**src/rtl/id_ex_stage.sv**
```systemverilog
// ID->EX pipeline register with load-use hazard detection, valid/ready handshake, stall and flush.
// Latency 1 cycle; holds on EX back-pressure. Optional counters under ID_EX_PERF_CNT_EN.
module id_ex_stage #(
  parameter int XLEN     = 32,
  parameter int ALU_OP_W = 4,
  parameter int CNT_W    = 16
) (
  input  logic                clk,
  input  logic                reset_n,
  input  logic                id_valid,
  output logic                id_ready,
  input  logic [XLEN-1:0]     id_pc,
  input  logic [4:0]          id_rs1,
  input  logic [4:0]          id_rs2,
  input  logic [4:0]          id_rd,
  input  logic                id_uses_rs1,
  input  logic                id_uses_rs2,
  input  logic [XLEN-1:0]     id_rd1,
  input  logic [XLEN-1:0]     id_rd2,
  input  logic [XLEN-1:0]     id_imm,
  input  logic [ALU_OP_W-1:0] id_alu_op,
  input  logic                id_alu_src,
  input  logic                id_mem_read,
  input  logic                id_mem_write,
  input  logic                id_reg_write,
  input  logic                flush,
  input  logic                ex_ready,
  output logic                ex_valid,
  output logic [XLEN-1:0]     ex_pc,
  output logic [XLEN-1:0]     ex_rd1,
  output logic [XLEN-1:0]     ex_rd2,
  output logic [XLEN-1:0]     ex_imm,
  output logic [4:0]          ex_rs1,
  output logic [4:0]          ex_rs2,
  output logic [4:0]          ex_rd,
  output logic [ALU_OP_W-1:0] ex_alu_op,
  output logic                ex_alu_src,
  output logic                ex_mem_read,
  output logic                ex_mem_write,
  output logic                ex_reg_write,
`ifdef ID_EX_PERF_CNT_EN
  output logic [CNT_W-1:0]    stall_cnt,
  output logic [CNT_W-1:0]    flush_cnt,
`endif
  output logic                load_use_stall
);

  logic hazard;
  logic rs1_hit;
  logic rs2_hit;

  // x0 is never a real producer, so a load to x0 cannot create a dependency.
  assign rs1_hit = id_uses_rs1 && (id_rs1 == ex_rd);
  assign rs2_hit = id_uses_rs2 && (id_rs2 == ex_rd);
  assign hazard  = id_valid && ex_valid && ex_mem_read && (ex_rd != 5'd0) && (rs1_hit || rs2_hit);

  assign load_use_stall = hazard;
  assign id_ready       = (!ex_valid || ex_ready) && !hazard && !flush;

  always_ff @(posedge clk or negedge reset_n) begin
    if (!reset_n) begin
      ex_valid     <= 1'b0;
      ex_pc        <= '0;
      ex_rd1       <= '0;
      ex_rd2       <= '0;
      ex_imm       <= '0;
      ex_rs1       <= '0;
      ex_rs2       <= '0;
      ex_rd        <= '0;
      ex_alu_op    <= '0;
      ex_alu_src   <= 1'b0;
      ex_mem_read  <= 1'b0;
      ex_mem_write <= 1'b0;
      ex_reg_write <= 1'b0;
    end else if (flush) begin
      ex_valid     <= 1'b0;
      ex_mem_read  <= 1'b0;
      ex_mem_write <= 1'b0;
      ex_reg_write <= 1'b0;
    end else if (ex_valid && !ex_ready) begin
      ex_valid     <= ex_valid;
    end else if (id_valid && id_ready) begin
      ex_valid     <= 1'b1;
      ex_pc        <= id_pc;
      ex_rd1       <= id_rd1;
      ex_rd2       <= id_rd2;
      ex_imm       <= id_imm;
      ex_rs1       <= id_rs1;
      ex_rs2       <= id_rs2;
      ex_rd        <= id_rd;
      ex_alu_op    <= id_alu_op;
      ex_alu_src   <= id_alu_src;
      ex_mem_read  <= id_mem_read;
      ex_mem_write <= id_mem_write;
      ex_reg_write <= id_reg_write;
    end else begin
      // Bubble: only control is cleared, data fields keep their last value.
      ex_valid     <= 1'b0;
      ex_mem_read  <= 1'b0;
      ex_mem_write <= 1'b0;
      ex_reg_write <= 1'b0;
    end
  end

`ifdef ID_EX_PERF_CNT_EN
  always_ff @(posedge clk or negedge reset_n) begin
    if (!reset_n) begin
      stall_cnt <= '0;
      flush_cnt <= '0;
    end else begin
      if (hazard && (stall_cnt != {CNT_W{1'b1}}))
        stall_cnt <= stall_cnt + CNT_W'(1);
      if (flush && ex_valid && (flush_cnt != {CNT_W{1'b1}}))
        flush_cnt <= flush_cnt + CNT_W'(1);
    end
  end
`else
  // Counter width only matters when the counters exist.
  logic unused_cnt_w;
  assign unused_cnt_w = ^CNT_W;
`endif

endmodule

```
**config.mk**
```make
export PLATFORM = sky130hd
export DESIGN_NAME = id_ex_stage
export DESIGN_NICKNAME = d
export VERILOG_FILES = /design/src/rtl/id_ex_stage.sv
export SDC_FILE = /design/constraint.sdc
export NUM_CORES = 1
export LEC_CHECK = 0
export BUFFER_PORTS_ARGS = -buffer_cell sky130_fd_sc_hd__clkbuf_2
export CAP_MARGIN = 10
export CORE_AREA = 2 2 119 121
export DETAILED_ROUTE_END_ITERATION = 8
export DIE_AREA = 0 0 121 123
export PLACE_DENSITY = 0.8
export SYNTH_ARGS = -nofsm -noshare
export SYNTH_HDL_FRONTEND = slang
export SYNTH_SLANG_ARGS = --single-unit
```
**constraint.sdc**
```tcl
create_clock -name clk -period 5.65 [get_ports clk]
set_clock_uncertainty 0.15 [all_clocks]
set_input_delay 1.13 -clock clk [delete_from_list [all_inputs] [get_ports clk]]
set_output_delay 1.13 -clock clk [all_outputs]
set_load 0.02 [all_outputs]
```
==> results.py <==
metrics = {
    "outcome": {
        "status": "complete, no violations",
    },
    "floorplanning": {
        "die-area_um2": 14900,
        "dieHeight_um": 123,
        "core_area_um2": 13600,
        "rows": 43,
        "die_x_um": 121,
        "io_pins": 312,
        "initial_utilization_pct": 45.6,
    },
    "logic_synthesis": {
        "synth_edf_count": 0,
        "ys_seq_area_share_pct": 61.3,
        "synth_top_area_share_pct": 61.3,
        "synth_ff_type": "dfrtp_1",
        "synth_area_um2": 6200,
        "async_flop_share_pct": 100,
        "synthCells": 343,
        "yosysTopAreaCell": "dfrtp_1",
        "ys_types": 21,
        "synth_nets": 501,
        "synthTopCellsByArea": "dfrtp_1 (61%), mux2_4 (18%), mux2_2 (13%)",
        "synth_commonest_cells": "dfrtp_1 (152), mux2_4 (76), mux2_2 (72)",
        "synth_seq_cells": 152,
        "yosysMostFrequentCell": "dfrtp_1",
        "synth_warnings": 0,
        "synth.avg_cell_area_um2": 18.1,
    },
    "worst_setup_path": {
        "cp_cell_sequence": "clkbuf_2 > xor2_1 > nor4_1 > a32oi_1 > nor2_1 > nor3b_1 > clkbuf_2",
        "path_buf_inv": 2,
        "max_stage_delay_ns": 0.35,
        "worstPathRequired_ns": 4.37,
        "path_class": "in2out",
        "arrival_ns": 2.35,
        "crit_top_cell": "clkbuf_2",
        "cp_top_family": "simple AND/OR/NAND/NOR gates",
        "cp_slowest_cell": "nor4_1",
        "reg2reg_slack_ns": 2.39,
        "startpoint_type": "input port",
        "endpoint_kind": "output pin",
        "crit_path_max_fanout": 2,
    },
    "power": {
        "leakage_nw": 4.33,
        "powerDensity_nw_per_um2": 412,
        "max-vdd-ir-drop_uv": 231,
    },
    "layout": {
        "final_util_pct": 62.2,
        "design_area_um2": 8460,
        "nFillCells": 1027,
        "fin_nets": 818,
        "area_delta_synth_final_pct": 36.4,
        "drive_gt1_share_pct": 73.8,
        "multi_input_area_um2": 2160,
        "diodes": 0,
        "regArea_um2": 3800,
    },
    "worst_hold_path": {
        "hp-class": "reg2reg",
    },
    "grt": {
        "track_usage_pct": 19.3,
        "antenna_found_initial": 0,
        "overflow": 0,
        "grt_max_degree": 67,
        "grt_pass1_vias": 4268,
        "grt_first_pass_wirelength_mm": 21.9,
    },
    "sta": {
        "timing.final.crit_period_ns": 3.63,
        "slew_violations": 0,
        "slew_headroom_pct": 51.0,
        "rsz0062_at_grt": "false",
        "setup-tns-final_ns": 0,
        "hold_violations": 0,
        "setup-violations-final": 0,
        "fmax_mhz": 275,
        "tightest_slew_ns": 0.735,
        "fin_crit_sh_pct": 64.3,
    },
    "cts": {
        "path_clk_slew_ns": 0.06,
        "postCtsHoldBufs": 0,
        "h-tree-depth": 4,
        "clock_sinks": 152,
        "cts_buffers": 17,
        "cts_setup_buffers": 0,
        "ctsRootBufferMaster": "clkbuf_16",
        "cts_tree": "built",
        "cts.path.max_buffers": 2,
        "postCtsResizedCells": 0,
        "clock_latency_ns": 0.41,
    },
    "routing": {
        "dr.pass1.iters": 5,
        "wirelength_mm": 14.5,
        "first_iter_violations": 198,
        "avgRoutedWirePerCell_um": 17.0,
        "viasPerCell": 4.85,
        "ant_nets": 0,
        "drc": 0,
        "vias": 4140,
    },
    "placement": {
        "portBuffers": 311,
        "place_congestion": 0.841,
        "dp_hpwl_mm": 10.7,
        "dpl_cell_area_um2": 7800,
    },
    "flow_run": {
        "drv_cap": 0,
    },
}
-- final cells by class --
type | count | area share (%)
flip-flops and latches | 152 | 45.0
multi-input cells | 173 | 25.6
repair buffers | 315 | 19.0
clock buffers | 19 | 5.24
well taps | 180 | 2.66
clock inverters | 13 | 2.56
inverters | 1 | 0.0444
-- path summary, 6_finish.rpt --
check,start,end,cells after the start
max in group asynchronous,reset_n,ex_imm[9],2
min in group asynchronous,reset_n,ex_mem_read,1
hold reg to reg,ex_pc[1],ex_pc[1],1
setup / recovery,id_rs1[3],id_ready,7
setup reg to reg,ex_rd[0],ex_imm[9],5
hold / removal,ex_pc[1],ex_pc[1],1
-- metal layers --
layer	vias up	wire [um]	global-route usage (%)	part of all wire (%)
met1	2040	5690	23.0	39
met5	-	0	0	0
li1	1849	-	-	-
met4	0	348	8.07	2.4
met2	215	7260	31.9	50
met3	36	1200	6.69	8.3
-- through the flow --
| step | hold slack, ns | cells | power [mW] | setup slack, ns |
|---|---|---|---|---|
| 6_report | 0.355 | 853 | 3.48 | 2.02 |
| 5_1_grt | 0.370 | 853 | 3.64 | 1.94 |
| 4_1_cts | 0.358 | 853 | 3.52 | 2.07 |
| 3_5_place_dp | 0.345 | 821 | 2.25 | 1.87 |
| 3_3_place_gp | 0.338 | 821 | 2.22 | 1.94 |
| 2_1_floorplan | 0.461 | 343 | 1.92 | 2.11 |
-- sequential cells by signal (all words and copies together) (netlist names) --
name,cells
ex_rd1,32
ex_rd2,32
ex_mem_write,1
ex_alu_op,4
ex_reg_write,1
ex_valid,1
ex_pc,32
ex_imm,32
ex_alu_src,1
ex_rs2,5
ex_mem_read,1
ex_rs1,5
ex_rd,5
-- kinds of logic after synthesis --
| group | after synthesis | synth area share (%) |
|---|---|---|
| compound gates | 6 | 0.989 |
| xor+xnor | 10 | 1.41 |
| buf+inv | 18 | 3.91 |
| flops | 152 | 61.3 |
| mux | 148 | 31.5 |
| simple gates | 9 | 0.868 |
-- layout by cell type, fill, tap and decap left out, types with 2 or more instances in the layout --
master,n
clkbuf_2,310
dfrtp_1,152
mux2_4,76
mux2_2,72
clkbuf_16,17
xor2_1,8
bufinv_16,5
inv_6,4
a22o_1,3
clkinvlp_4,3
buf_4,3
nor4_1,2
xnor2_1,2
nor2_1,2
-- worst register-to-register path: cells and delay by family, from the launching register on --
kind	cells	cell delay [ns]
compound gates	2	0.97
buf+inv	1	0.58
flops	1	0.45
mux	1	0.41
simple gates	1	0.58
-- power breakdown --
part	internal, mW	switching, mW	leakage, nW
clock	0.802	0.451	0.311
combinational	0.381	0.452	2.23
sequential	1.28	0.119	1.79
Note: power is estimated with default switching activity, not from simulation.
